--- src/rtl/fc_phase_sequencer.sv ---
// Phase sequencer for the 3-bit Forth core: drives the fetch/execute phase bit,
// gates core register updates, owns the program RAM port and counts retired instructions.
//
// state   | meaning
// --------+-------------------------------------------------------------
// S_IDLE  | core stopped; loader owns the RAM port; waits for run/step
// S_LOAD  | loader burst in progress; ends on an accepted ld_last word
// S_FETCH | first cycle of the fetch phase (regP=0)
// S_FWAIT | fetch phase stretched by WAIT_CYCLES for slow RAM
// S_EXEC  | first cycle of the execute phase (regP=1)
// S_EWAIT | execute phase stretched by WAIT_CYCLES
module fc_phase_sequencer #(
  parameter int ADDR_W      = 8,
  parameter int DATA_W      = 3,
  parameter int WAIT_CYCLES = 0,
  parameter int CNT_W       = 16
) (
  input  logic              clk,
  input  logic              rst_n,
  input  logic              run,
  input  logic              step,
  input  logic              halt_req,
  input  logic              ld_valid,
  output logic              ld_ready,
  input  logic [ADDR_W-1:0] ld_addr,
  input  logic [DATA_W-1:0] ld_data,
  input  logic              ld_last,
  input  logic [ADDR_W-1:0] cpu_addr,
  input  logic              cpu_we,
  input  logic [DATA_W-1:0] cpu_wdata,
  output logic [ADDR_W-1:0] mem_addr,
  output logic              mem_we,
  output logic [DATA_W-1:0] mem_wdata,
  output logic              regP,
  output logic              cpu_en,
  output logic              running,
  output logic              load_done,
  output logic [CNT_W-1:0]  instr_cnt
);

  typedef enum logic [2:0] {
    S_IDLE, S_LOAD, S_FETCH, S_FWAIT, S_EXEC, S_EWAIT
  } state_t;

  localparam logic       NO_WAIT   = (WAIT_CYCLES == 0);
  localparam logic [3:0] WAIT_INIT = 4'(WAIT_CYCLES);

  state_t           state_q;
  logic [3:0]       wait_cnt_q;
  logic             step_mode_q;
  logic             halt_pend_q;
  logic             load_done_q;
  logic [CNT_W-1:0] instr_cnt_q;
  logic [CNT_W-1:0] instr_cnt_d;

  logic loader_side;
  logic exec_phase;
  logic phase_end;

  assign loader_side = (state_q == S_IDLE) || (state_q == S_LOAD);
  assign exec_phase  = (state_q == S_EXEC) || (state_q == S_EWAIT);
  assign instr_cnt_d = instr_cnt_q + CNT_W'(1);

  // cpu_en marks the last cycle of a phase, so the core only ever sees whole phases.
  always_comb begin
    phase_end = 1'b0;
    case (state_q)
      S_FETCH, S_EXEC: phase_end = NO_WAIT;
      S_FWAIT, S_EWAIT: phase_end = (wait_cnt_q == 4'd1);
      default: phase_end = 1'b0;
    endcase
  end

  assign ld_ready  = loader_side;
  assign running   = !loader_side;
  assign regP      = exec_phase;
  assign cpu_en    = phase_end;
  assign load_done = load_done_q;
  assign instr_cnt = instr_cnt_q;

  always_comb begin
    if (loader_side) begin
      mem_addr  = ld_addr;
      mem_wdata = ld_data;
      mem_we    = ld_valid;
    end else begin
      mem_addr  = cpu_addr;
      mem_wdata = cpu_wdata;
      mem_we    = cpu_we & phase_end;
    end
  end

  always_ff @(posedge clk or negedge rst_n) begin
    if (!rst_n) begin
      state_q     <= S_IDLE;
      wait_cnt_q  <= 4'd0;
      step_mode_q <= 1'b0;
      halt_pend_q <= 1'b0;
      load_done_q <= 1'b0;
      instr_cnt_q <= '0;
    end else begin
      case (state_q)
        S_IDLE: begin
          if (ld_valid) begin
            load_done_q <= ld_last;
            if (!ld_last) state_q <= S_LOAD;
          end else if (step) begin
            step_mode_q <= 1'b1;
            state_q     <= S_FETCH;
          end else if (run) begin
            step_mode_q <= 1'b0;
            state_q     <= S_FETCH;
          end
        end
        S_LOAD: begin
          if (ld_valid && ld_last) begin
            load_done_q <= 1'b1;
            state_q     <= S_IDLE;
          end
        end
        S_FETCH: begin
          if (NO_WAIT) begin
            state_q <= S_EXEC;
          end else begin
            wait_cnt_q <= WAIT_INIT;
            state_q    <= S_FWAIT;
          end
        end
        S_FWAIT: begin
          wait_cnt_q <= wait_cnt_q - 4'd1;
          if (wait_cnt_q == 4'd1) state_q <= S_EXEC;
        end
        S_EXEC: begin
          if (!NO_WAIT) begin
            wait_cnt_q <= WAIT_INIT;
            state_q    <= S_EWAIT;
          end
        end
        S_EWAIT: begin
          wait_cnt_q <= wait_cnt_q - 4'd1;
        end
        default: state_q <= S_IDLE;
      endcase

      if (!loader_side && halt_req) halt_pend_q <= 1'b1;

      // Retire: a halt arriving on the very last execute cycle still stops here.
      if (exec_phase && phase_end) begin
        instr_cnt_q <= instr_cnt_d;
        if (halt_pend_q || halt_req || step_mode_q) begin
          state_q     <= S_IDLE;
          halt_pend_q <= 1'b0;
          step_mode_q <= 1'b0;
        end else begin
          state_q <= S_FETCH;
        end
      end
    end
  end

endmodule

--- config.mk ---
export PLATFORM = sky130hd
export DESIGN_NAME = fc_phase_sequencer
export DESIGN_NICKNAME = d
export VERILOG_FILES = /design/src/rtl/fc_phase_sequencer.sv
export SDC_FILE = /design/constraint.sdc
export NUM_CORES = 1
export LEC_CHECK = 0
export ABC_CLOCK_PERIOD_IN_PS = 3740
export BUFFER_PORTS_ARGS = -buffer_cell sky130_fd_sc_hd__buf_4
export CAP_MARGIN = 10
export CORE_MARGIN = 4
export CORE_UTILIZATION = 35
export CTS_CLUSTER_SIZE = 28
export DETAILED_ROUTE_END_ITERATION = 8
export GPL_TIMING_DRIVEN = 1
export PLACE_DENSITY = 0.61
export SLEW_MARGIN = 20
export SYNTH_ARGS = -nofsm -noshare
export SYNTH_HDL_FRONTEND = slang
export SYNTH_SLANG_ARGS = --single-unit
--- constraint.sdc ---
create_clock -name clk -period 3.74 [get_ports clk]
set_clock_uncertainty 0.15 [all_clocks]
set_input_delay 0.561 -clock clk [delete_from_list [all_inputs] [get_ports clk]]
set_output_delay 0.561 -clock clk [all_outputs]
set_load 0.005 [all_outputs]
# Yosys cells after proc, flatten, opt, wreduce, memory -nomap -nowiden

Index checks and enable logic that the tools add are counted.

Eq/ne operators: 13
Multiplexer cells: 25
$add $sub $neg: 2
Bitwise logic cells: 1
Reductions and logical operators: 15

Operators with widths:

| operator                                                            | count |
|---|---|
| 3-bit two-way mux                                                   | 8 |
| 16-bit by 1-bit adder with 16-bit output (second input constant)    | 1 |
| 3-bit one-hot mux with 5 select lines                               | 1 |
| 1-bit two-way mux                                                   | 12 |
| 8-bit two-way mux                                                   | 1 |
| 3-bit by 2-bit == test with 1-bit output (second input constant)    | 2 |
| 3-bit == test (second input constant)                               | 2 |
| 2-bit OR reduction                                                  | 3 |
| 5-bit by 4-bit != test with 1-bit output (second input constant)    | 1 |
| 5-bit AND reduction                                                 | 1 |
| 4-bit by 1-bit == test with 1-bit output (second input constant)    | 1 |
| 1-bit logical OR                                                    | 4 |
| 2-bit by 1-bit != test with 1-bit output (second input constant)    | 2 |
| 4-bit by 3-bit != test with 1-bit output (second input constant)    | 1 |
| 1-bit one-hot mux with 2 select lines                               | 2 |
| 4-bit by 1-bit subtractor with 4-bit output (second input constant) | 1 |
| 3-bit by 1-bit == test with 1-bit output (second input constant)    | 1 |
| 1-bit logical AND                                                   | 3 |
| 3-bit zero test                                                     | 1 |
| 3-bit by 1-bit != test with 1-bit output (second input constant)    | 1 |
| 3-bit != test (second input constant)                               | 1 |
| 3-bit AND reduction                                                 | 1 |
| 2-bit two-way mux                                                   | 1 |
| 2-bit != test (second input constant)                               | 1 |
| 3 further kinds                                                     | 3 |

Flip-flop bits (word level): 26
Word-level logic and storage cells: 62

# Longest topological paths before layout

Gate-level depths: netlist of the first run.

Word-level depth: 7
Depth in mapped cells: 6
Depth with buffers taken out: 6

# Least setup slack after synthesis of the first run

OpenSTA, ideal clock, no wires.

Path kind: register to output
Start point: reg state_q[1]
End point: out mem_addr[0]
Arrival: 1456 ps
Stages on the path, launching flop included: 5
Setup slack: 1573 ps
Buffers on the path: 1
Required time: 3029 ps
Cell sequence: dfrtp_1 or2_2 inv_1 buf_2 mux2_2

Cells in the longest elaborated chain, start to end: 3

Ends and longest elaborated chain:

| element                                                                     | line | source |
|---|---|---|
| from (decl)                                                                 | 48   | `state_t state_q;` |
| from (signal assigned)                                                      | 95   | `state_q <= S_IDLE;` |
| from (signal assigned)                                                      | 106  | `if (!ld_last) state_q <= S_LOAD;` |
| from (signal assigned)                                                      | 109  | `state_q <= S_FETCH;` |
| 3-bit by 1-bit == test with 1-bit output or 3-bit zero test (tied branches) | 60   | `assign loader_side = (state_q == S_IDLE) \|\| (state_q == S_LOAD);` |
| 1-bit logical OR *                                                          | 60   |  |
| named net ld_ready                                                          | 24   | `output logic ld_ready,` |
| 8-bit two-way mux *                                                         | 82   | `if (loader_side) begin` |
| to (decl)                                                                   | 31   | `output logic [ADDR_W-1:0] mem_addr,` |

Mark *: on every way through the listed nets, which the timed path passes. The rest lies on a longest branch.

# Worst setup path after layout of the first run

Start point: reg state_q[1]
End point: out mem_addr[6]

Cells in the longest elaborated chain, start to end: 3

Ends and longest elaborated chain:

| element                                                                     | line |
|---|---|
| 3-bit by 1-bit == test with 1-bit output or 3-bit zero test (tied branches) | 60 |
| 1-bit logical OR *                                                          | 60 |
| 8-bit two-way mux *                                                         | 82 |

Every way passes the cells marked *; elsewhere a longest branch is shown, timed or not.

==> results of run 1 <==
metal layers:
layer	up-vias	track usage	routed length [um]
met5	-	0	0
met1	567	0.164	1410
met2	59	0.218	1420
li1	592	-	-
met4	0	0.0376	28
met3	2	0.0351	342
sequential cells by signal, summed over array words and instances (netlist names):
register / count
halt_pend_q: 1
wait_cnt_q: 4
load_done: 1
step_mode_q: 1
instr_cnt: 16
state_q: 3
worst paths after layout:
| check | from | end | cells after the start |
|---|---|---|---|
| setup / recovery | state_q[1] | mem_addr[6] | 4 |
| hold / removal | rst_n | instr_cnt[2] | 1 |
| setup reg to reg | wait_cnt_q[1] | instr_cnt[15] | 6 |
| hold reg to reg | instr_cnt[15] | instr_cnt[15] | 1 |
| max in group asynchronous | rst_n | instr_cnt[12] | 1 |
| min in group clk | instr_cnt[15] | instr_cnt[15] | 1 |
cells in the mapped netlist, types with 3 or more instances:
cell,number,area [um2]
xnor2_1,9,78.8
xor2_1,9,78.8
mux2_2,12,135
ha_1,3,37.5
o22ai_1,3,18.8
inv_1,8,30.0
dfrtp_1,26,651
nand3_1,4,20.0
nand2_1,16,60.1
a21oi_1,5,25.0
o21ai_0,4,20.0
a211oi_1,3,22.5
nor3_1,3,15.0
nor2_1,9,33.8
kinds of logic after synthesis:
kind of cell | after synthesis
AO/OA/AOI/OAI | 19
XOR/XNOR | 18
adder cells (fa/ha/maj) | 3
buffers and inverters | 11
flip-flops | 26
multiplexers | 12
AND/OR/NAND/NOR | 47
placed cells by master (no fill, tap or decap), types with 3 or more instances in the layout:
cell / n
nand2_1: 16
nor2_1: 9
clkbuf_8: 4
ha_1: 3
buf_4: 62
xnor2_1: 9
dfrtp_1: 26
xor2_1: 9
nor3_1: 3
inv_1: 8
nand3_1: 4
o22ai_1: 3
a211oi_1: 3
mux2_2: 12
a21oi_1: 5
o21ai_0: 4
per-stage QoR:
stage / total power [W] / worst slack (ns)
after floorplan: 0.000774 / 1.57
after global placement: 0.00102 / 1.41
after detailed placement: 0.00103 / 1.36
after CTS: 0.00121 / 1.05
after global routing: 0.00130 / 0.953
final: 0.00120 / 1.06
power by group through the flow:
| stage | sequential [W] | clock, W | combinational, W |
|---|---|---|---|
| global route | 0.000454 | 0.000194 | 0.000653 |
| floorplan | 0.000419 | 0 | 0.000355 |
| CTS | 0.000439 | 0.000184 | 0.000590 |
| detailed placement | 0.000444 | 0 | 0.000587 |
| global placement | 0.000440 | 0 | 0.000578 |
| finish | 0.000441 | 0.000177 | 0.000582 |
layout make-up:
cell class,count,area (um2),share of cell area
tap,48,60.1,0.0305
clock buffer,4,55.1,0.0279
inverter,8,30.0,0.0152
timing repair buffer,62,465,0.236
multi-input combinational,99,709,0.360
sequential,26,651,0.330
==> summary.txt, run 1 <==
Ant. Diodes: 0
Netlist cell types: 31
hold_ws: 0.0423 ns
Max H-tree Level: 1
RSZ-0062 raised after global routing: no
combinational share of power: 0.485
Simple-Gate Fraction of Synth Area: 0.176
Total Die Area: 0.00509 mm2
first-pass GRT wire length: 5530 um
leakage: 0.980 nW
Die Y: 71.3 um
Worst EP required: 3.03 ns
Worst Path Max Fanout: 14
Initial Utilization: 0.372
Die Wd: 71.3 um
Critical Path Sink Type: primary output
First DRT Iteration DRCs: 80
post-CTS setup repair buffer count: 0
# resized after CTS: 0
vias in the first global route: 1281
sw power: 0.000424 W
Reg2Reg Setup Slack: 1.48 ns
Synthesized Nets: 169
Critical path buffers and inverters: 2
sw frac: 0.354
Max Fclk: 374 MHz
Internal: 0.000775 W
post-synthesis compound-gate area fraction: 0.0936
CTS tree: built
Setup-failing EPs final: 0
crit-path max cell delay: 0.45 ns
Seq/Total Area, Yosys: 0.463
ys async rst share: 1.00
drt via density: 4.94
Critical Path AT: 1.96 ns
Root Buffer: clkbuf_8
slowest stage cell on the critical path: dfrtp_1
Post-Route WL: 3200 um
drt first pass iters: 4
gpl congestion: 0.761
Power Dens Cells: 609 mW/mm2
dpl hpwl: 2560 um
Worst-Skew Late Latency: 0.26 ns
area grow syn2layout: 40.4%
#FFs+latches synth: 26
Synth Cell Area: 0.00140 mm2
syn avg cell area: 10.3 um2
Final Slew Violations: 0
cell count after synthesis: 136
Final Cycle Share: 0.715
Bufs on Longest Clock Path: 2
Sequential Power Share: 0.367
setup TNS: 0 ns
Placed Cells: 243
DR WL/cell: 13.0 um
GRT overflow: 0
largest family of logic cells by synthesized area: simple AND/OR/NAND/NOR gates
clock share of power: 0.148
clock-pin slew of the registers on the worst-case setup and hold paths: 0.09 ns
fin util: 0.523
worst min-delay path class: in2async
critical-path cell list: or2_2 -> inv_1 -> mux2_2 -> buf_4
# rows: 22
dpl cell area: 0.00192 mm2
hold_buf cts: 0
Post-synth EDFFs: 0
ys flop type: dfrtp_1
Final min period: 2.68 ns
post-synthesis mux area share: 0.0963
antenna-violating nets left: 0
# fillers: 347
Worst setup SP type: flop
WS Path Type: reg2out
post-synthesis adder-cell area fraction: 0.0267
Max-slew headroom: 0.630
TritonCTS buffer count: 3
Clock Sink Count: 26
final hold vios: 0
Tot GR Track Use: 0.130
buffers added on ports: 62
Synth Area in XOR/XNOR: 0.112
io pins: 63
Core Footprint: 0.00377 mm2
largest net degree at the start of global routing: 27
YS warnings: 0
DR DRC count: 0
Max Cap Viol: 0
initial antenna violation count: 0
via count: 1220
Nets: 233
kind of cell adding the most delay to the critical path: buffers and inverters
status: complete, no violations
VDD IR-drop max: 0.342 mV
layout cell share with drive strength beyond 1: 0.422
final non-filler cell area: 0.00197 mm2
non-filler cells, final: 247
Slew @ Worst Pin: 0.549 ns
No activity file was read; power rests on OpenSTA's default activity.
==> run 2: changes to the inputs <==
--- a/config.mk
+++ b/config.mk
@@ -5,7 +5,7 @@
 export SDC_FILE = /design/constraint.sdc
 export NUM_CORES = 1
 export LEC_CHECK = 0
-export ABC_CLOCK_PERIOD_IN_PS = 3740
+export ABC_CLOCK_PERIOD_IN_PS = 2640
 export BUFFER_PORTS_ARGS = -buffer_cell sky130_fd_sc_hd__buf_4
 export CAP_MARGIN = 10
 export CORE_MARGIN = 4
==> constraint.sdc (replaced) <==
create_clock -name clk -period 2.64 [get_ports clk]
set_clock_uncertainty 0.15 [all_clocks]
set_input_delay 0.396 -clock clk [delete_from_list [all_inputs] [get_ports clk]]
set_output_delay 0.396 -clock clk [all_outputs]
set_load 0.005 [all_outputs]
==> summary.txt, run 2 (synthesis results as in run 1) <==
status: complete, no violations
WS Path Type: reg2out
worst min-delay path class: in2reg
layout cell share with drive strength beyond 1: 0.423 (+0.000775)
commonest non-fill, non-tap cell in the layout: buf_4
setup TNS: 0 ns (unchanged)
Tot GR Track Use: 0.139 (+0.00844)
Max Fclk: 397 MHz
hold path start: halt_req
worst setup path endpoint: mem_addr[6]
post-CTS setup repair buffer count: 0 (unchanged)
Critical Path AT: 1.97 ns (about the same)
Worst EP required: 2.09 ns (-0.94 ns)
max FFs per register: 16 (unchanged)
Tot Pwr: 0.00171 W (+43%)
clock-pin slew of the registers on the worst-case setup and hold paths: 0.09 ns (about the same)
area grow syn2layout: 41.6%
gpl congestion: 0.767 (+0.84%)
# resized after CTS: 0 (unchanged)
setup ws final: 0.120 ns (-0.945 ns)
Final Cycle Share: 0.955
Reg area: 651 um2 (unchanged)
Nets: 235 (+0.86%)
# fillers: 363 (+4.6%)
Clock Sink Count: 26 (unchanged)
Slew @ Worst Pin: 0.589 ns (+0.0396 ns)
Critical path origin: state_q[2]
Critical Path Sink Type: primary output
worst slack, placed: 0.366 ns (-0.996 ns)
leakage: 0.989 nW (+0.98%)
buffers added on ports: 62 (unchanged)
multi-input logic area: 709 um2 (unchanged)
dpl hpwl: 2690 um (+5.3%)
Worst R2R Path Depth: 6 (unchanged)
Die Wd: 71.3 um (unchanged)
initial antenna violation count: 0 (unchanged)
most frequent cells in the layout: buf_4 (63), dfrtp_1 (26), nand2_1 (16)
Die Y: 71.3 um (unchanged)
antenna-violating nets left: 0 (unchanged)
Max Cap Viol: 0 (unchanged)
TritonCTS buffer count: 3 (unchanged)
Bufs on Longest Clock Path: 2 (unchanged)
Core Footprint: 0.00377 mm2 (unchanged)
vias in the first global route: 1348 (+5.2%)
drt first pass iters: 4 (unchanged)
drt via density: 5.03 (+1.9%)
hold_ws: 0.226 ns (+0.184 ns)
Reg2Reg Setup Slack: 0.38 ns (-1.10 ns)
Post-Route WL: 3360 um (+4.9%)
Final Slew Violations: 0 (unchanged)
CTS tree: built
Worst Hold Depth: 3
First DRT Iteration DRCs: 75 (-6.3%)
Worst-Skew Late Latency: 0.26 ns (about the same)
Setup-failing EPs final: 0 (unchanged)
RSZ-0062 raised after global routing: no
hold_buf cts: 1 (+1)
GRT overflow: 0 (unchanged)
# rows: 22 (unchanged)
Total Die Area: 0.00509 mm2 (unchanged)
DR DRC count: 0 (unchanged)
reg2reg end: instr_cnt[13]
worst reg2reg path startpoint: wait_cnt_q[1]
largest net degree at the start of global routing: 27 (unchanged)
Initial Utilization: 0.372 (unchanged)
Final min period: 2.52 ns
Worst Path Max Fanout: 14 (unchanged)
Ant. Diodes: 0 (unchanged)
Max H-tree Level: 1 (unchanged)
Root Buffer: clkbuf_8
io pins: 63 (unchanged)
Power Dens Cells: 861 mW/mm2 (+41%)
first-pass GRT wire length: 5740 um (+3.7%)
Worst setup SP type: flop
DR WL/cell: 13.5 um (+4.1%)
final hold vios: 0 (unchanged)
VDD IR-drop max: 0.559 mV (+64%)
Max-slew headroom: 0.604 (-0.0261)
via count: 1253 (+2.7%)
run 2: changes by cell type in the layout (fill, tap and decap cells not counted), sizes merged:
cell,previous run,this run
buf,62,63
dlygate4sd3,0,1
run 2: per-layer routing:
metal,vias up,GRT usage,share of wire
li1,597,-,-
met1,588,0.171,0.42
met2,66,0.236,0.47
met3,2,0.0365,0.098
met4,0,0.0438,0.0083
met5,-,0,0
run 2: how the worst min path moves through the flow:
stage                         endpoint  slack, ns
after floorplan            halt_pend_q      -0.05
after global routing       halt_pend_q       0.26
after detailed placement  instr_cnt[8]       0.18
after global placement    instr_cnt[2]       0.17
after CTS                  halt_pend_q       0.22
final                      halt_pend_q       0.23
run 2: worst max-delay path, stage by stage, from the launching register on:
cell     delay [ns]
dfrtp_1        0.46
or2_2          0.34
inv_1          0.37
mux2_2         0.40
buf_4          0.14
run 2: power breakdown:
part	total (W)	internal, W	leakage [nW]	switching [W]
Clock	0.000255	0.000133	0.0288	0.000122
Sequential	0.000624	0.000504	0.340	0.000120
Combinational	0.000833	0.000469	0.621	0.000364
Total	0.00171	0.00111	0.989	0.000606
run 2: cell type report:
class / instances / share of cell area
multi-input combinational: 99 / 0.357
timing repair buffer: 64 / 0.243
clock buffer: 4 / 0.0277
tap: 48 / 0.0302
sequential: 26 / 0.327
inverter: 8 / 0.0151
run 2: stage by stage:
stage                     std cells  instance area (um2)  utilization
after floorplan                 136                 1400            -
after global placement          244                 1920        0.510
after detailed placement        244                 1920        0.510
after CTS                       249                 1990        0.527
after global routing            249                 1990        0.527
final                           249                 1990        0.527
